==> src/rtl/rx_frontend.sv <==
// UART receive front end: synchronises the serial line, derives a 16x oversample tick
// from a fractional accumulator and deframes start/data/parity/stop into a byte plus flags.
module rx_frontend (
    input  logic        clk_i,
    input  logic        rst_i,
    input  logic [15:0] cr_acc_incr_i,
    input  logic        cr_ds_i,
    input  logic [1:0]  cr_p_i,
    input  logic        cr_s_i,
    input  logic        uart_rx_i,
    output logic [7:0]  dr_o,
    output logic        valid_o,
    output logic        pe_o,
    output logic        fe_o
);

    typedef enum logic [2:0] {
        IDLE,
        START,
        DATA,
        PARITY,
        STOP1,
        STOP2,
        DONE,
        BREAK
    } state_t;

    state_t      state_q;
    logic        rx_meta;
    logic        rx_s;
    logic [15:0] acc;
    logic [16:0] acc_sum;
    logic        tick;
    logic [3:0]  cnt;
    logic [2:0]  idx;
    logic [7:0]  shreg;
    logic        ds_q;
    logic [1:0]  p_q;
    logic        s_q;
    logic        pe_q;
    logic        fe_q;
    logic        parity_en;
    logic [2:0]  last_idx;
    logic        parity_err;

    // The tick is the carry out of the 16-bit accumulator.
    assign acc_sum    = {1'b0, acc} + {1'b0, cr_acc_incr_i};
    assign tick       = acc_sum[16];
    assign parity_en  = p_q[0] ^ p_q[1];
    assign last_idx   = ds_q ? 3'd6 : 3'd7;
    assign parity_err = p_q[1] ? ~^{shreg, rx_s} : ^{shreg, rx_s};

    // NOTE: every register below is assigned with <= so that all reads in this block
    // see the pre-edge value; a later assignment in the same branch overrides an earlier one.
    always_ff @(posedge clk_i) begin
        if (rst_i) begin
            state_q <= IDLE;
            rx_meta <= 1'b1;
            rx_s    <= 1'b1;
            acc     <= '0;
            cnt     <= '0;
            idx     <= '0;
            shreg   <= '0;
            ds_q    <= 1'b0;
            p_q     <= 2'b00;
            s_q     <= 1'b0;
            pe_q    <= 1'b0;
            fe_q    <= 1'b0;
            dr_o    <= '0;
            valid_o <= 1'b0;
            pe_o    <= 1'b0;
            fe_o    <= 1'b0;
        end else begin
            rx_meta <= uart_rx_i;
            rx_s    <= rx_meta;
            acc     <= acc_sum[15:0];
            valid_o <= 1'b0;

            case (state_q)
                IDLE: begin
                    if (!rx_s) begin
                        // Restart the phase at the start edge; this cycle's tick is dropped.
                        state_q <= START;
                        acc     <= '0;
                        cnt     <= '0;
                        idx     <= '0;
                        shreg   <= '0;
                        pe_q    <= 1'b0;
                        fe_q    <= 1'b0;
                        ds_q    <= cr_ds_i;
                        p_q     <= cr_p_i;
                        s_q     <= cr_s_i;
                    end
                end

                START: begin
                    if (tick) begin
                        cnt <= cnt + 4'd1;
                        if (cnt == 4'd7) begin
                            if (rx_s) begin
                                state_q <= IDLE;
                            end else begin
                                state_q <= DATA;
                                cnt     <= '0;
                            end
                        end
                    end
                end

                DATA: begin
                    if (tick) begin
                        cnt <= cnt + 4'd1;
                        if (cnt == 4'd15) begin
                            shreg[idx] <= rx_s;
                            idx        <= idx + 3'd1;
                            if (idx == last_idx) begin
                                state_q <= parity_en ? PARITY : STOP1;
                            end
                        end
                    end
                end

                PARITY: begin
                    if (tick) begin
                        cnt <= cnt + 4'd1;
                        if (cnt == 4'd15) begin
                            pe_q    <= parity_err;
                            state_q <= STOP1;
                        end
                    end
                end

                STOP1: begin
                    if (tick) begin
                        cnt <= cnt + 4'd1;
                        if (cnt == 4'd15) begin
                            if (s_q) begin
                                fe_q    <= ~rx_s;
                                state_q <= STOP2;
                            end else begin
                                state_q <= DONE;
                                valid_o <= 1'b1;
                                dr_o    <= shreg;
                                pe_o    <= pe_q;
                                fe_o    <= ~rx_s;
                            end
                        end
                    end
                end

                STOP2: begin
                    if (tick) begin
                        cnt <= cnt + 4'd1;
                        if (cnt == 4'd15) begin
                            state_q <= DONE;
                            valid_o <= 1'b1;
                            dr_o    <= shreg;
                            pe_o    <= pe_q;
                            fe_o    <= fe_q | ~rx_s;
                        end
                    end
                end

                DONE: begin
                    // A framing error parks in BREAK so a held-low line cannot retrigger.
                    state_q <= fe_o ? BREAK : IDLE;
                end

                BREAK: begin
                    if (rx_s) begin
                        state_q <= IDLE;
                    end
                end

                default: state_q <= IDLE;
            endcase
        end
    end

endmodule

==> config.mk <==
export PLATFORM = sky130hd
export DESIGN_NAME = rx_frontend
export DESIGN_NICKNAME = d
export VERILOG_FILES = /design/src/rtl/rx_frontend.sv
export SDC_FILE = /design/constraint.sdc
export NUM_CORES = 1
export LEC_CHECK = 0
export CAP_MARGIN = 20
export CORE_UTILIZATION = 59
export CTS_BUF_LIST = sky130_fd_sc_hd__clkbuf_2
export DETAILED_ROUTE_END_ITERATION = 8
export GPL_TIMING_DRIVEN = 0
export PLACE_DENSITY = 0.91
export SETUP_SLACK_MARGIN = 0.2
export SLEW_MARGIN = 20
export SYNTH_ARGS = -nofsm -noshare
export SYNTH_HDL_FRONTEND = slang
export SYNTH_SLANG_ARGS = --single-unit
==> constraint.sdc <==
create_clock -name clk_i -period 4.6 [get_ports clk_i]
set_input_delay 0.69 -clock clk_i [delete_from_list [all_inputs] [get_ports clk_i]]
set_output_delay 0.69 -clock clk_i [all_outputs]
set_load 0.005 [all_outputs]
==> summary.txt, run 1 <==
Syn_nets -> 424
Core ar. -> 5140 sq um
Most common flop cell mapped by yosys -> dfxtp_1
Placed Area -> 3590 sq um
IO buf count -> 33
Die area -> 5680 sq um
Largest net degree at the start of global routing -> 19
Max cap viols -> 0
Total gr overflow -> 0
Unrepaired setup endpoints after global routing -> false
CTS Buffer Depth -> 2
Worst hold start -> rx_meta$_SDFF_PP1_
DR iter-0 viols -> 297
Minimum clock period -> 3070 ps
Synth area leaders -> dfxtp_1 33%, ha_1 7.1%, nand2_1 4.3%
Hold Violations, Final -> 0
Adder and majority gate portion of the synthesized area -> 7.72%
CTS buffer count -> 5
Post-synth EDFFs -> 0
Peak VDD IR -> 0.247 mV
Avg Cell Area, Syn -> 8.31 sq um
DRT Wirelength -> 7390 um
Die H -> 75.4 um
CTS root buf -> clkbuf_2
WS Path Type -> in2reg
Crit-path max FO -> 10
Die Span X -> 75.4 um
WL/cell -> 15.0 um
Fmax -> 325 MHz
H-tree Lvls -> 2
Slew Limit Headroom -> 33.1%
CP startpoint kind -> input port
Clock sink count -> 53
CP required -> 5020 ps
Initial antenna violation count -> 0
Share of flip-flops with an asynchronous set or reset -> 0%
Filler cells -> 424
Post-synthesis register bit count -> 53
Pwr Density -> 378 nW/um^2
Vias per cell -> 6.20
Clock transition at path regs -> 300 ps
Worst min-delay path category -> reg2reg
Hold-fix buffers, CTS -> 0
Area Growth Syn to Fin -> 14.8%
Crit. End Element -> flip-flop
Largest area contributor in the netlist -> dfxtp_1
Setup tns final -> 0 ps
Layout cells sized above 1 -> 9.69%
Synth Area in Simple Gates -> 22.2%
Finished Layout Cells -> 493
FP Rows -> 26
Crit share post-route -> 66.8%
Synth top cells by count -> 53 x dfxtp_1, 36 x nand2_1, 36 x nor2_1
Final Skew -> 26.3 ps
CTS tree -> done
First-pass GRT wire length -> 11900 um
Leakage -> 1.44 nW
Final Core Density -> 70.9%
Worst Hold Slack -> 467 ps
Postcts setup bufs -> 0
Worst skew pair latency -> 480 ps
Vias post-DR -> 3056
Ys Warns -> 0
Reg-to-Reg Start -> acc[0]$_SDFF_PP0_
Resize count post-CTS -> 0
Setup violators final -> 0
Mux share of post-synthesis cell area -> 2.60%
Largest family of logic cells by synthesized area -> compound AO/OA/AOI/OAI gates
Post-Synthesis Cell Area -> 3180 sq um
Final GP Congestion -> 0.893
Diodes inserted -> 0
Synth top area share -> 33.4%
Critical Path Start -> cr_acc_incr_i[0]
Xor/xnor share of the synthesized area -> 6.34%
Count leader, synth -> dfxtp_1
Area of the multi-input gates -> 2000 sq um
Reg2reg setup slack -> 1820 ps
Gr usage total -> 27.1%
Worst-Margin Slew -> 995 ps
Mapped Cells -> 382
Drt pass-1 iters -> 5
Post-route DRC -> 0
Distinct cells, synth -> 58
Final instance area -> 3640 sq um
Ports -> 34
Sequential Area -> 1060 sq um
Nets -> 464
Compound-gate portion of the synthesized area -> 24.3%
Max-slew violations -> 0
Crit path DAT -> 3490 ps
Antenna-violating nets left -> 0
Hpwl dp -> 5550 um
Dpl cells -> 485
Outcome -> complete, no violations
Sequential share of the synthesized area -> 33.4%
Initial cell density of the core -> 61.8%
Vias in the first global route -> 2713
==> worst paths after layout <==
kind | depth (start not counted) | endpoint
worst max register to register | 9 | dr_o[6]$_SDFFE_PP0P_
worst min register to register | 1 | rx_s$_SDFF_PP1_
worst min-delay path | 1 | rx_s$_SDFF_PP1_
worst max-delay path | 10 | dr_o[6]$_SDFFE_PP0P_
==> flip-flops by register name (all words and copies together) (netlist names), 2 cells and up <==
name     cells
dr_o         8
state_q      3
p_q          2
shreg        8
cnt          4
acc         16
idx          3
==> power breakdown <==
part,total (mW),switching (mW),internal (mW),leakage [nW]
Clock,0.210,0.167,0.0424,0.0335
Sequential,0.544,0.0249,0.519,0.432
Combinational,0.622,0.368,0.254,0.979
==> placed cells by master, fill, tap and decap left out, types with 13 or more instances in the layout <==
cell,instances
a21o_1,13
a21oi_1,21
xnor2_1,15
o21ai_0,24
nor2_1,36
ha_1,18
nor3_1,18
a31o_2,15
dfxtp_1,53
clkbuf_1,14
clkdlybuf4s50_1,33
nand2_1,36
==> routing by layer <==
layer | up-vias | track usage [%] | share of wire (%)
li1 | 1476 | - | -
met1 | 1475 | 34.5 | 43
met2 | 88 | 45.2 | 50
met3 | 17 | 4.37 | 5.1
met4 | 0 | 12.8 | 2.0
met5 | - | 0 | 0
==> logic make-up (layout without fill, tap and decap cells) <==
family | Yosys count | after routing
DFF | 53 | 53
adders and majority gates | 19 | 19
buffers and inverters | 27 | 68
and+or+nand+nor | 139 | 139
xor gates and xnor gates | 23 | 23
muxes | 8 | 8
AOI/OAI and AO/OA | 113 | 113
==> stage by stage <==
stage | power [mW] | setup WS (ps)
2_1_floorplan | 1.03 | 1780
3_3_place_gp | 1.14 | 1110
3_5_place_dp | 1.16 | 1020
4_1_cts | 1.36 | 1550
5_1_grt | 1.46 | 1440
6_report | 1.38 | 1530
==> worst max-delay path: stages <==
cell	delay, ps
clkdlybuf4s50_1	400
ha_1	240
fa_1	450
a211oi_2	390
nor4b_4	110
o21a_2	270
a21oi_2	330
buf_2	290
nor3_1	90
a31o_2	230
==> area by class of cell <==
type	instances	share of cell area [%]
inverters	8	0.824
plain buffers	19	2.20
multi-input cells	302	55.0
repair buffers	33	9.06
clock inverters	3	0.721
clock buffers	5	0.687
well taps	70	2.40
flip-flops and latches	53	29.1
Power figures use the tool's default switching activity.
==> run 2, diff against run 1 <==
CORE_UTILIZATION = 53   (was 59)
PLACE_DENSITY = 0.86   (was 0.91)
clock period = 2.7 ns   (was 4.6 ns; I/O delays follow)
==> run 2 against run 1 <==
Routed wire length is 5.0% lower. Clock power is 100% higher. Combinational power is 80% higher. Final area is 3.5% higher. Largest power group unchanged.
==> summary.txt, run 2 (same netlist as run 1, synthesis figures left out) <==
H-tree Lvls -> 2 (unchanged)
Dpl cells -> 487 (+0.41%)
Final GP Congestion -> 0.871 (-2.4%)
DR iter-0 viols -> 181 (-39%)
CP startpoint kind -> input port
WS Path Type -> in2reg
Clock power share -> 17.1% (+1.9 points)
Seq pwr share -> 37.6% (-2.0 points)
Post-route DRC -> 0 (unchanged)
CTS tree -> done
Unrepaired setup endpoints after global routing -> true
CTS Buffer Depth -> 2 (unchanged)
Initial cell density of the core -> 56.3% (-5.5 points)
Hpwl dp -> 5100 um (-8.0%)
Ports -> 34 (unchanged)
Die H -> 79.4 um (+5.4%)
WL/cell -> 14.0 um (-6.3%)
Sw Share -> 38.5% (-2.2 points)
Pwr Density -> 656 nW/um^2 (+74%)
Clock transition at path regs -> 270 ps (-30 ps)
IO buf count -> 33 (unchanged)
Initial antenna violation count -> 0 (unchanged)
Core ar. -> 5640 sq um (+9.8%)
Area Growth Syn to Fin -> 18.8%
Vias post-DR -> 3012 (-1.4%)
Hold Violations, Final -> 0 (unchanged)
Die Span X -> 79.4 um (+5.4%)
Max-slew violations -> 0 (unchanged)
Worst skew pair latency -> 450 ps (-30 ps)
Slew Limit Headroom -> 62.2% (+29 points)
Nets -> 469 (+1.1%)
Placed Area -> 3620 sq um (+0.63%)
Outcome -> complete, no violations
Clock sink count -> 53 (unchanged)
Die area -> 6310 sq um (+11%)
CP required -> 3080 ps (-1940 ps)
RR Endpoint -> pe_q$_SDFFE_PP0P_
Hold Crit Depth -> 1 (unchanged)
Commonest non-fill, non-tap cell in the layout -> dfxtp_1
Crit share post-route -> 91.6%
Antenna-violating nets left -> 0 (unchanged)
Reg-to-Reg Start -> acc[0]$_SDFF_PP0_
Peak VDD IR -> 0.409 mV (+65%)
CTS root buf -> clkbuf_2
Regs by FF count -> acc (16), dr_o (8), shreg (8)
P_int -> 1.52 mW (+86%)
Minimum clock period -> 2470 ps
Final Skew -> 16.0 ps (-10.4 ps)
Hold EP -> rx_s$_SDFF_PP1_
Leakage -> 1.49 nW (+2.8%)
Reg2reg setup slack -> 250 ps (-1570 ps)
Layout cells sized above 1 -> 12.6% (+2.9 points)
Drt pass-1 iters -> 5 (unchanged)
Worst-Margin Slew -> 563 ps (-433 ps)
Total gr overflow -> 0 (unchanged)
CTS buffer count -> 5 (unchanged)
First-pass GRT wire length -> 11800 um (-0.46%)
Diodes inserted -> 0 (unchanged)
Crit-path max FO -> 8 (-2)
Vias in the first global route -> 2725 (+0.44%)
Worst R2R Path Depth -> 8 (-1)
Comb power frac -> 45.3% (about the same)
Crit. End Element -> flip-flop
Top reg by flops -> acc
FP Rows -> 27 (+3.8%)
Worst min-delay path category -> reg2reg
DRT Wirelength -> 7020 um (-5.0%)
Final instance area -> 3770 sq um (+3.5%)
Max reg flops -> 16 (unchanged)
Largest net degree at the start of global routing -> 18 (-1)
Crit path DAT -> 2850 ps (-640 ps)
Most frequent cells in the layout -> 52 x dfxtp_1, 35 x nand2_1, 34 x nor2_1
Sw power -> 0.952 mW (+70%)
Hold-fix buffers, CTS -> 0 (unchanged)
Fmax -> 404 MHz
Max cap viols -> 0 (unchanged)
Vias per cell -> 6.02 (-2.8%)
Gr usage total -> 23.5% (-3.6 points)
Worst hold start -> rx_meta$_SDFF_PP1_
Finished Layout Cells -> 500 (+1.4%)
Setup violators final -> 0 (unchanged)
[run 2: worst max-delay path: stages]
cell             delay [ps]
clkdlybuf4s50_1         450
ha_4                    180
fa_2                    400
a211oi_4                330
nor4b_4                  90
o21ai_1                 220
o21ai_2                 170
and4b_1                 240
or3_1                   350
[run 2: layout make-up]
class / instances / area (sq um)
Multi-Input combinational cell: 302 / 2060
Fill cell: 443 / 1870
Sequential cell: 53 / 1060
Timing Repair Buffer: 38 / 368
Tap cell: 72 / 90.1
Buffer: 19 / 87.6
Clock inverter: 3 / 46.3
Inverter: 8 / 30.0
Clock buffer: 5 / 25.0
[run 2: worst max path at each step]
stage,startpoint,endpoint,slack (ps)
2_1_floorplan,cr_acc_incr_i[0],state_q[0]$_SDFFE_PP0P_,230
6_report,cr_acc_incr_i[0],pe_q$_SDFFE_PP0P_,230
5_1_grt,cr_acc_incr_i[0],cnt[0]$_SDFFE_PP0P_,160
3_5_place_dp,cr_acc_incr_i[0],state_q[0]$_SDFFE_PP0P_,-400
3_3_place_gp,cr_acc_incr_i[0],state_q[0]$_SDFFE_PP0P_,-360
4_1_cts,acc[0]$_SDFF_PP0_,dr_o[7]$_SDFFE_PP0P_,220
[run 2: metal layers]
| layer | vias up | wire length [um] | GRT usage, % |
|---|---|---|---|
| li1 | 1478 | - | - |
| met1 | 1414 | 3120 | 30.2 |
| met2 | 106 | 3370 | 38.4 |
| met3 | 14 | 381 | 4.34 |
| met4 | 0 | 150 | 10.4 |
| met5 | - | 0 | 0 |
[run 2: what timing repair did]
| item | CTS | global route |
|---|---|---|
| resized for setup | 1 | 11 |
| pin swaps | 3 | 8 |
| buffers inserted | 1 | 4 |
| setup endpoints to repair | 16 | 24 |
[run 2: metrics by stage]
stage	hold WS [ps]	total power, mW	setup TNS (ps)	worst slack (ps)	util, %
CTS	466	2.43	0	216	65.6
detailed placement	412	1.99	-9280	-397	64.1
global route	459	2.65	0	155	66.9
global placement	401	1.96	-8190	-360	64.1
finish	464	2.47	0	227	66.9
floorplan	389	1.78	0	226	-
[run 2: power by group through the flow]
stage | Combinational [mW] | Sequential, mW | Clock (mW)
floorplan | 0.853 | 0.931 | 0
global placement | 1.03 | 0.938 | 0
detailed placement | 1.04 | 0.941 | 0
CTS | 1.06 | 0.926 | 0.441
global route | 1.25 | 0.941 | 0.458
finish | 1.12 | 0.929 | 0.423
